<file path="src/rtl/mic1_alu_pkg.sv">
// Shared types and ALU control encodings for the MIC-1 ALU arbiter.
// Control word layout is {F0,F1,ENA,ENB,INVA,INC}.
package mic1_alu_pkg;

    localparam int ALU_CTRL_W = 6;

    typedef enum logic [3:0] {
        OP_A         = 4'd0,
        OP_B         = 4'd1,
        OP_NOT_A     = 4'd2,
        OP_NOT_B     = 4'd3,
        OP_ADD       = 4'd4,
        OP_ADD_INC   = 4'd5,
        OP_INC_A     = 4'd6,
        OP_INC_B     = 4'd7,
        OP_B_SUB_A   = 4'd8,
        OP_DEC_B     = 4'd9,
        OP_NEG_A     = 4'd10,
        OP_AND       = 4'd11,
        OP_OR        = 4'd12,
        OP_ZERO      = 4'd13,
        OP_ONE       = 4'd14,
        OP_MINUS_ONE = 4'd15
    } alu_op_e;

    typedef enum logic [1:0] {
        SH_NONE = 2'd0,
        SH_SLL8 = 2'd1,
        SH_SRA1 = 2'd2,
        SH_RSVD = 2'd3
    } shift_e;

    localparam logic [ALU_CTRL_W-1:0] CTRL_A         = 6'b011000;
    localparam logic [ALU_CTRL_W-1:0] CTRL_B         = 6'b010100;
    localparam logic [ALU_CTRL_W-1:0] CTRL_NOT_A     = 6'b011010;
    localparam logic [ALU_CTRL_W-1:0] CTRL_NOT_B     = 6'b101100;
    localparam logic [ALU_CTRL_W-1:0] CTRL_ADD       = 6'b111100;
    localparam logic [ALU_CTRL_W-1:0] CTRL_ADD_INC   = 6'b111101;
    localparam logic [ALU_CTRL_W-1:0] CTRL_INC_A     = 6'b111001;
    localparam logic [ALU_CTRL_W-1:0] CTRL_INC_B     = 6'b110101;
    localparam logic [ALU_CTRL_W-1:0] CTRL_B_SUB_A   = 6'b111111;
    localparam logic [ALU_CTRL_W-1:0] CTRL_DEC_B     = 6'b110110;
    localparam logic [ALU_CTRL_W-1:0] CTRL_NEG_A     = 6'b111011;
    localparam logic [ALU_CTRL_W-1:0] CTRL_AND       = 6'b001100;
    localparam logic [ALU_CTRL_W-1:0] CTRL_OR        = 6'b011100;
    localparam logic [ALU_CTRL_W-1:0] CTRL_ZERO      = 6'b010000;
    localparam logic [ALU_CTRL_W-1:0] CTRL_ONE       = 6'b110001;
    localparam logic [ALU_CTRL_W-1:0] CTRL_MINUS_ONE = 6'b110010;

    function automatic logic [ALU_CTRL_W-1:0] op2ctrl(input alu_op_e op);
        logic [ALU_CTRL_W-1:0] ctrl;
        case (op)
            OP_A:         ctrl = CTRL_A;
            OP_B:         ctrl = CTRL_B;
            OP_NOT_A:     ctrl = CTRL_NOT_A;
            OP_NOT_B:     ctrl = CTRL_NOT_B;
            OP_ADD:       ctrl = CTRL_ADD;
            OP_ADD_INC:   ctrl = CTRL_ADD_INC;
            OP_INC_A:     ctrl = CTRL_INC_A;
            OP_INC_B:     ctrl = CTRL_INC_B;
            OP_B_SUB_A:   ctrl = CTRL_B_SUB_A;
            OP_DEC_B:     ctrl = CTRL_DEC_B;
            OP_NEG_A:     ctrl = CTRL_NEG_A;
            OP_AND:       ctrl = CTRL_AND;
            OP_OR:        ctrl = CTRL_OR;
            OP_ZERO:      ctrl = CTRL_ZERO;
            OP_ONE:       ctrl = CTRL_ONE;
            OP_MINUS_ONE: ctrl = CTRL_MINUS_ONE;
            default:      ctrl = CTRL_ZERO;
        endcase
        return ctrl;
    endfunction

endpackage

</file>
<file path="src/rtl/mic1_rr_arbiter.sv">
// Round-robin arbiter: first asserted request at or after the pointer wins.
// Produces a one-hot grant, its index, and an any-grant flag.
module mic1_rr_arbiter #(
    parameter  int NUM_REQ = 2,
    localparam int ID_W    = $clog2(NUM_REQ)
) (
    input  logic [NUM_REQ-1:0] i_req,
    input  logic [ID_W-1:0]    i_ptr,
    output logic [NUM_REQ-1:0] o_grant,
    output logic [ID_W-1:0]    o_grant_idx,
    output logic               o_any
);

    // Two ordered passes: indices at/after the pointer first, then the wrapped ones.
    always_comb begin
        o_grant     = '0;
        o_grant_idx = '0;
        o_any       = 1'b0;
        for (int j = 0; j < NUM_REQ; j++) begin
            if (!o_any && i_req[j] && (j >= int'(i_ptr))) begin
                o_grant[j]  = 1'b1;
                o_grant_idx = ID_W'(j);
                o_any       = 1'b1;
            end else begin
                o_any = o_any;
            end
        end
        for (int j = 0; j < NUM_REQ; j++) begin
            if (!o_any && i_req[j] && (j < int'(i_ptr))) begin
                o_grant[j]  = 1'b1;
                o_grant_idx = ID_W'(j);
                o_any       = 1'b1;
            end else begin
                o_any = o_any;
            end
        end
    end

endmodule

</file>
<file path="src/rtl/mic1_alu_arbiter.sv">
// Shares one combinational MIC-1 ALU among NUM_REQ requesters (IDLE -> EXEC -> RESP).
// Optional result shifter compiled in with MIC1_ALU_SHIFTER_EN.
module mic1_alu_arbiter
    import mic1_alu_pkg::*;
#(
    parameter  int NUM_REQ = 2,
    parameter  int DATA_W  = 32,
    localparam int ID_W    = $clog2(NUM_REQ)
) (
    input  logic                      clk,
    input  logic                      rst_n,
    input  logic [NUM_REQ-1:0]        req_valid,
    output logic [NUM_REQ-1:0]        req_ready,
    input  logic [NUM_REQ*4-1:0]      req_op,
    input  logic [NUM_REQ*2-1:0]      req_sh,
    input  logic [NUM_REQ*DATA_W-1:0] req_a,
    input  logic [NUM_REQ*DATA_W-1:0] req_b,
    output logic                      rsp_valid,
    input  logic                      rsp_ready,
    output logic [ID_W-1:0]           rsp_id,
    output logic [DATA_W-1:0]         rsp_data,
    output logic                      rsp_z,
    output logic                      rsp_n,
    output logic [ALU_CTRL_W-1:0]     alu_ctrl,
    output logic [DATA_W-1:0]         alu_a,
    output logic [DATA_W-1:0]         alu_b,
    input  logic [DATA_W-1:0]         alu_out,
    input  logic                      alu_z,
    input  logic                      alu_n
);

    localparam logic [1:0] ST_IDLE = 2'd0;
    localparam logic [1:0] ST_EXEC = 2'd1;
    localparam logic [1:0] ST_RESP = 2'd2;

    logic [1:0]            r_state;
    logic [ID_W-1:0]       r_ptr;
    logic [ID_W-1:0]       r_gid;
    logic [ALU_CTRL_W-1:0] r_alu_ctrl;
    logic [DATA_W-1:0]     r_alu_a;
    logic [DATA_W-1:0]     r_alu_b;
    logic                  r_rsp_valid;
    logic [ID_W-1:0]       r_rsp_id;
    logic [DATA_W-1:0]     r_rsp_data;
    logic                  r_rsp_z;
    logic                  r_rsp_n;

    logic [NUM_REQ-1:0]    w_grant;
    logic [ID_W-1:0]       w_gidx;
    logic [ID_W-1:0]       w_ptr_next;
    logic                  w_any;
    logic                  w_accept;
    logic [3:0]            w_sel_op;
    logic [1:0]            w_sel_sh;
    logic [DATA_W-1:0]     w_sel_a;
    logic [DATA_W-1:0]     w_sel_b;
    logic [DATA_W-1:0]     w_result;

`ifdef MIC1_ALU_SHIFTER_EN
    logic [1:0]            r_sh;
`endif

    mic1_rr_arbiter #(
        .NUM_REQ (NUM_REQ)
    ) u_arb (
        .i_req       (req_valid),
        .i_ptr       (r_ptr),
        .o_grant     (w_grant),
        .o_grant_idx (w_gidx),
        .o_any       (w_any)
    );

    assign req_ready = (r_state == ST_IDLE) ? w_grant : '0;
    assign w_accept  = (r_state == ST_IDLE) && w_any;

    // Select the granted requester's fields via the one-hot grant.
    always_comb begin
        w_sel_op = 4'd0;
        w_sel_sh = 2'd0;
        w_sel_a  = '0;
        w_sel_b  = '0;
        for (int i = 0; i < NUM_REQ; i++) begin
            if (w_grant[i]) begin
                w_sel_op = req_op[4*i +: 4];
                w_sel_sh = req_sh[2*i +: 2];
                w_sel_a  = req_a[DATA_W*i +: DATA_W];
                w_sel_b  = req_b[DATA_W*i +: DATA_W];
            end else begin
                w_sel_op = w_sel_op;
            end
        end
    end

    // Round-robin pointer advances past the winner, wrapping at NUM_REQ.
    always_comb begin
        if (w_gidx == ID_W'(NUM_REQ - 1)) begin
            w_ptr_next = '0;
        end else begin
            w_ptr_next = w_gidx + ID_W'(1);
        end
    end

`ifdef MIC1_ALU_SHIFTER_EN
    // Post-ALU shifter; Z/N deliberately still come from the unshifted ALU result.
    always_comb begin
        case (shift_e'(r_sh))
            SH_SLL8: w_result = {alu_out[DATA_W-9:0], 8'h00};
            SH_SRA1: w_result = {alu_out[DATA_W-1], alu_out[DATA_W-1:1]};
            default: w_result = alu_out;
        endcase
    end
`else
    logic w_unused_sh;
    assign w_unused_sh = ^w_sel_sh;
    assign w_result    = alu_out;
`endif

    // Transaction FSM; ALU drive registers hold the op only while in EXEC.
    always_ff @(posedge clk or negedge rst_n) begin
        if (!rst_n) begin
            r_state     <= ST_IDLE;
            r_ptr       <= '0;
            r_gid       <= '0;
            r_alu_ctrl  <= CTRL_ZERO;
            r_alu_a     <= '0;
            r_alu_b     <= '0;
            r_rsp_valid <= 1'b0;
            r_rsp_id    <= '0;
            r_rsp_data  <= '0;
            r_rsp_z     <= 1'b0;
            r_rsp_n     <= 1'b0;
`ifdef MIC1_ALU_SHIFTER_EN
            r_sh        <= 2'd0;
`endif
        end else begin
            case (r_state)
                ST_IDLE: begin
                    if (w_accept) begin
                        r_state    <= ST_EXEC;
                        r_ptr      <= w_ptr_next;
                        r_gid      <= w_gidx;
                        r_alu_ctrl <= op2ctrl(alu_op_e'(w_sel_op));
                        r_alu_a    <= w_sel_a;
                        r_alu_b    <= w_sel_b;
`ifdef MIC1_ALU_SHIFTER_EN
                        r_sh       <= w_sel_sh;
`endif
                    end
                end
                ST_EXEC: begin
                    r_state     <= ST_RESP;
                    r_rsp_valid <= 1'b1;
                    r_rsp_id    <= r_gid;
                    r_rsp_data  <= w_result;
                    r_rsp_z     <= alu_z;
                    r_rsp_n     <= alu_n;
                    r_alu_ctrl  <= CTRL_ZERO;
                    r_alu_a     <= '0;
                    r_alu_b     <= '0;
                end
                ST_RESP: begin
                    if (rsp_ready) begin
                        r_state     <= ST_IDLE;
                        r_rsp_valid <= 1'b0;
                    end
                end
                default: begin
                    r_state     <= ST_IDLE;
                    r_rsp_valid <= 1'b0;
                    r_alu_ctrl  <= CTRL_ZERO;
                    r_alu_a     <= '0;
                    r_alu_b     <= '0;
                end
            endcase
        end
    end

    assign rsp_valid = r_rsp_valid;
    assign rsp_id    = r_rsp_id;
    assign rsp_data  = r_rsp_data;
    assign rsp_z     = r_rsp_z;
    assign rsp_n     = r_rsp_n;
    assign alu_ctrl  = r_alu_ctrl;
    assign alu_a     = r_alu_a;
    assign alu_b     = r_alu_b;

endmodule

</file>
<file path="config.mk">
export PLATFORM = sky130hd
export DESIGN_NAME = mic1_alu_arbiter
export DESIGN_NICKNAME = d
export VERILOG_FILES = /design/src/rtl/mic1_alu_pkg.sv /design/src/rtl/mic1_rr_arbiter.sv /design/src/rtl/mic1_alu_arbiter.sv
export SDC_FILE = /design/constraint.sdc
export NUM_CORES = 1
export LEC_CHECK = 0
export BUFFER_PORTS_ARGS = -buffer_cell sky130_fd_sc_hd__buf_4
export CORE_MARGIN = 2
export CORE_UTILIZATION = 31
export DETAILED_ROUTE_END_ITERATION = 6
export PLACE_DENSITY = 0.7
export SYNTH_ARGS = -nofsm -noshare
export SYNTH_HDL_FRONTEND = slang
export SYNTH_SLANG_ARGS = --single-unit
</file>
<file path="constraint.sdc">
create_clock -name clk -period 1.45 [get_ports clk]
set_input_delay 0.0725 -clock clk [delete_from_list [all_inputs] [get_ports clk]]
set_output_delay 0.0725 -clock clk [all_outputs]
set_load 0.05 [all_outputs]
</file>
Word-level counts from Yosys, hierarchy flattened

Memories as Yosys holds them, arrays and structs flattened.
Index checks and enable logic that the tools add are counted.
W data, S select, Z words.

$add $sub $neg: 1
Order comparisons: 2
Equality and inequality tests: 4
Mux-type cells: 25
Bitwise gates (word level): 2
Reduce and logical (&&, ||, !) cells: 12

Operators with widths:

| operator              | number |
|---|---|
| $mux W32              | 6 |
| $pmux W32 S2          | 2 |
| $pmux W6 S2           | 1 |
| $mux W1               | 8 |
| $mux W4               | 2 |
| $reduce_and A2 Y1     | 4 |
| $mux W2               | 3 |
| $mux W6               | 1 |
| $pmux W2 S3           | 1 |
| $logic_and A1 B1 Y1   | 5 |
| $ne A2 B2 Y1 const B  | 2 |
| $pmux W1 S3           | 1 |
| $eq A2 B1 Y1 const B  | 1 |
| $eq A2 B2 Y1 const B  | 1 |
| $logic_not A1 Y1      | 2 |
| $logic_not A2 Y1      | 1 |
| $not A1 Y1            | 2 |
| $add A1 B1 Y1 const B | 1 |
| $ge A1 B1 Y1 const A  | 1 |
| $lt A1 B1 Y1 const A  | 1 |

Register bits after elaboration: 110
Memory bits (read-only): 96
Input port bits: 179
Output and inout bits: 108
Word-level logic and storage cells: 58
Memories kept: 1

Memory list:

| memory          | depth | width | read ports | clocked after Yosys merged registers in | wr ports | line               | source |
|---|---|---|---|---|---|---|---|
| (no name shown) | 16    | 6     | 1          | 0                                       | 0        | mic1_alu_pkg.sv:52 | `case (op)` |

Longest topological paths before layout

An unclocked memory read counts as a cell.

Depth after elaboration: 15
Gate-level depth with buffers: 8
Mapped depth without buffers: 5

Cells and area by module

A second synthesis with hierarchy kept.

Cells, all modules: 441
Area total of the unflattened synthesis: 4863.4 sq um

By module, submodules not included:

| module           | instances | cells each | area an instance (sq um) | seq. area each (sq um) |
|---|---|---|---|---|
| mic1_alu_arbiter | 1         | 436        | 4830.9                   | 2753.9 |
| mic1_rr_arbiter  | 1         | 5          | 32.5                     | 0.0 |

Worst setup path after synthesis

OpenSTA, ideal clock, no wires.

Kind: reg-to-reg
Start point: reg r_ptr
End point: reg r_alu_ctrl[3] (netlist: alu_ctrl[3])
Setup time: 0.121 ns
Arrival: 1.449 ns
Required time: 1.329 ns
Slack: -0.120 ns
Cell stages (with the launch flop): 7
Buffers on the path: 1
Clock period less this slack: 1.570 ns
Cell sequence: dfrtp_1 -> nand2b_1 -> buf_2 -> a32oi_4 -> nand2b_1 -> o211ai_1 -> a22o_1

Word-level cells in the longest chain between the ends: 15
Elaborated cells on any way between the ends: 21
Those cells by class: order compare: 2; eq/ne: 1; mux: 9; reduce/logical: 8; memory: 1

RTL lines:

| what                             | line                    | source |
|---|---|---|
| start, declared                  | mic1_alu_arbiter.sv:37  | `logic [ID_W-1:0] r_ptr;` |
| start signal, assigned           | mic1_alu_arbiter.sv:140 | `r_ptr <= w_ptr_next;` |
| $ge A1 B1 Y1                     | mic1_rr_arbiter.sv:20   | `if (!o_any && i_req[j] && (j >= int'(i_ptr))) begin` |
| $logic_and A1 B1 Y1              | mic1_rr_arbiter.sv:20   |  |
| $mux W1                          | mic1_rr_arbiter.sv:20   |  |
| $logic_not A1 Y1                 | mic1_rr_arbiter.sv:20   |  |
| $logic_and A1 B1 Y1              | mic1_rr_arbiter.sv:20   |  |
| $mux W1                          | mic1_rr_arbiter.sv:20   |  |
| $logic_not A1 Y1                 | mic1_rr_arbiter.sv:29   | `if (!o_any && i_req[j] && (j < int'(i_ptr))) begin` |
| $logic_and A1 B1 Y1 (2 in a row) | mic1_rr_arbiter.sv:29   |  |
| $mux W1                          | mic1_rr_arbiter.sv:29   |  |
| $mux W4 (2 in a row)             | mic1_alu_arbiter.sv:83  | `if (w_grant[i]) begin` |
| $mem_v2 Z16 W6                   | n/a                     |  |
| $mux W6                          | mic1_alu_arbiter.sv:138 | `if (w_accept) begin` |
| $pmux W6 S2                      | mic1_alu_arbiter.sv:136 | `case (r_state)` |
| end signal, assigned             | mic1_alu_arbiter.sv:142 | `r_alu_ctrl <= op2ctrl(alu_op_e'(w_sel_op));` |
| end, declared                    | mic1_alu_arbiter.sv:39  | `logic [ALU_CTRL_W-1:0] r_alu_ctrl;` |

Parallel ways exist; a longest one is shown, timed or not. The select of a mux whose other input is x is not followed.
A chain may end at the register's enable or synchronous reset.

Worst setup path after layout

Start point: reg r_ptr
End point: reg r_alu_ctrl[5] (netlist: alu_ctrl[5])

The elaborated chain is that of the path after synthesis.

==> results.json <==
{
  "multi_input_area_sq_mm": 0.002192,
  "vias_per_cell": 5.161,
  "htree_levels": 3,
  "hp-class": "input pin to asynchronous set/reset pin",
  "cap_violations": 0,
  "synth_edf_count": 0,
  "reg2reg_to": "alu_ctrl[5]",
  "syn_inst": 419,
  "dp_hpwl_microns": 10970,
  "rows": 44,
  "crit_start": "r_ptr",
  "endpoint_kind": "register",
  "port_buffers": 282,
  "crit_type": "register to register",
  "die_h_microns": 126.3,
  "worstPathMaxFanout": 7,
  "powerDensity_mw_per_mm2": 2321,
  "yosysWarnings": 0,
  "cts_tree": "done",
  "wl_per_cell_microns": 21.00,
  "rsz0062_at_grt": "yes",
  "clk_latency_ns": 0.35,
  "final_hold_viol_count": 0,
  "async_reset_ff_share_pct": 100.0,
  "grt_util_all_layers_pct": 23.68,
  "finalNonFillerCells": 1105,
  "fin_crit_ns": 1.670,
  "synth.ff_latch_count": 110,
  "grt_max_degree": 46,
  "cts_root_buf": "clkbuf_16",
  "dpl-instance-area_sq_mm": 0.007136,
  "avgSynthCellArea_sq_um": 11.07,
  "n_fill_cell": 865,
  "synthToLayoutAreaGrowth_pct": 124.1,
  "initialDrtViolationCount": 301,
  "pin_count": 287,
  "seqCellArea_sq_mm": 0.002755,
  "slew_headroom_pct": 72.43,
  "rrSetupSlack_ns": -0.22,
  "grt_pass1_vias": 5874,
  "antenna_found_initial": 2,
  "status": "complete, but fails checks",
  "slowest_stage": "dfrtp_1",
  "worst-path-buf-inv": 1,
  "wirelength_microns": 23210,
  "vias": 5703,
  "dp.cells": 876,
  "place_congestion": 0.8665,
  "crit_family": "simple AND/OR/NAND/NOR gates",
  "cts.path.max_buffers": 2,
  "antenna_left": 0,
  "tightest_slew_ns": 0.4135,
  "cts_buffers": 9,
  "finalSetupViolCount": 109,
  "synth_ff_type": "dfrtp_1",
  "rr_worst_depth": 6,
  "grt_remaining_overflow": 0,
  "violations": "negative setup slack",
  "design.die.area_sq_mm": 0.01595,
  "whs_ns": 0.1715,
  "grt_pass1_wl_microns": 30080,
  "initial_core_util_pct": 31.78,
  "final_util_pct": 71.24,
  "ir_worst_vdd_mv": 1.938,
  "final_area_sq_mm": 0.01039,
  "p_leak_nw": 5.117,
  "fin_crit_sh_pct": 115.2,
  "dieWidth_microns": 126.3,
  "critPathMaxStageDelay_ns": 0.42,
  "crit_arrival_ns": 1.90,
  "ys_seq_area_share_pct": 59.39,
  "r2r-start": "r_ptr",
  "synthDistinctLibCells": 32,
  "syn_nets": 598,
  "cts.sinks": 110,
  "clock_skew_ns": 0.005966,
  "clkTransAtPathRegs_ns": 0.08,
  "required_ns": 1.68,
  "max_freq_ghz": 0.5988,
  "slew_violations": 0,
  "syn_area_sq_mm": 0.004637,
  "layout_setup_ws_ns": -0.2200,
  "core_sq_mm": 0.01459,
  "drc_errors": 0,
  "layout.nets": 1091,
  "startpoint_type": "register",
  "drt_first_pass_iters": 5,
  "path_cells": "nand2b_4, a32oi_4, buf_4, nor2_1, nor3_1, o31ai_1",
  "drive_above_1_share_pct": 52.34
}
[cell usage after synthesis (2+ instances only)]
cell | instances | area, sq um
buf_2 | 10 | 50.05
o21ai_0 | 4 | 20.02
a21oi_1 | 4 | 20.02
a21o_1 | 2 | 15.01
nand2b_1 | 2 | 12.51
nand2_1 | 135 | 506.7
dfrtp_1 | 109 | 2728
a32o_1 | 2 | 20.02
nor2_1 | 9 | 33.78
a32oi_1 | 4 | 35.03
nor3_1 | 3 | 15.01
buf_6 | 5 | 56.30
clkbuf_1 | 10 | 37.54
o31ai_1 | 2 | 15.01
buf_4 | 4 | 30.03
a22oi_1 | 64 | 480.5
mux2_2 | 35 | 394.1
[worst register-to-register path, stage by stage (launching register included)]
cell	delay, ns
dfrtp_1	0.42
nand2b_4	0.22
a32oi_4	0.34
buf_4	0.18
nor2_1	0.06
nor3_1	0.22
o31ai_1	0.12
[kinds of logic after synthesis]
logic type / after synthesis / share of synthesized area (%)
simple gates: 154 / 13.14
flops: 110 / 59.39
compound gates: 89 / 15.06
mux: 35 / 8.500
buf+inv: 31 / 3.912
[layout make-up]
cell class	count	area share, %
repair buffers	511	46.80
diodes	4	0.09630
inverters	2	0.07223
multi-input cells	278	21.09
clock inverters	5	0.7825
flip-flops and latches	110	26.51
well taps	184	2.215
clock buffers	11	2.432
[cells in the final DEF, fill, tap and decap left out, drive strengths merged, types with 2 or more instances in the layout]
cell / instances
diode: 4
dfrtp: 109
buf: 334
nor3: 4
mux2: 35
nand2b: 2
a32oi: 6
nor2: 9
a32o: 2
dlygate4sd3: 164
nand2: 135
a22oi: 64
a21oi: 4
bufinv: 2
inv: 2
clkinv: 2
o21ai: 4
o31ai: 2
clkbuf: 24
a21o: 2
[sequential cells by signal, summed over array words and instances, names as in the netlist]
signal / count
r_state: 2
alu_ctrl: 6
rsp_z: 1
r_ptr: 1
alu_a: 32
alu_b: 32
rsp_data: 32
rsp_n: 1
rsp_valid: 1
rsp_id: 1
r_gid: 1
[stage by stage]
step / setup WS, ns / setup TNS (ns) / power, mW
after floorplan: -0.06070 / -0.06070 / 13.47
after detailed placement: -0.1057 / -4.278 / 17.70
after global routing: -0.3057 / -14.95 / 24.99
final: -0.2200 / -8.875 / 24.12
after global placement: -0.07293 / -1.229 / 17.42
after CTS: -0.1327 / -7.180 / 21.47
[how the worst max path moves through the flow]
stage | slack, ns | depth (start not counted) | endpoint
3_5_place_dp | -0.11 | 4 | req_ready[0]
5_1_grt | -0.31 | 7 | alu_ctrl[5]
4_1_cts | -0.13 | 7 | alu_a[19]
6_report | -0.22 | 6 | alu_ctrl[5]
2_1_floorplan | -0.06 | 6 | alu_ctrl[3]
3_3_place_gp | -0.07 | 4 | req_ready[0]
[routing by layer]
metal,up-vias,GRT usage (%),wire length (microns)
met1,2768,26.36,8239
met4,0,13.32,1386
met2,369,41.27,11920
li1,2458,-,-
met3,108,6.073,1659
met5,-,0,0
[repair_timing]
item	4_1_cts	5_1_grt
endpoints found under the setup margin	72	109
gates resized for setup	22	125
hold buffers	164	0
cloned	5	19
pin swaps	6	93
buffers inserted	7	16
hold endpoints to repair	208	0
[where the power goes]
part | switching (mW) | internal [mW] | total [mW] | leakage (nW)
clock | 1.14 | 1.61 | 2.75 | 0.162
sequential | 1.20 | 4.61 | 5.81 | 1.38
combinational | 9.38 | 6.19 | 15.6 | 3.58
total | 11.7 | 12.4 | 24.1 | 5.12
Power figures use the tool's default switching activity.
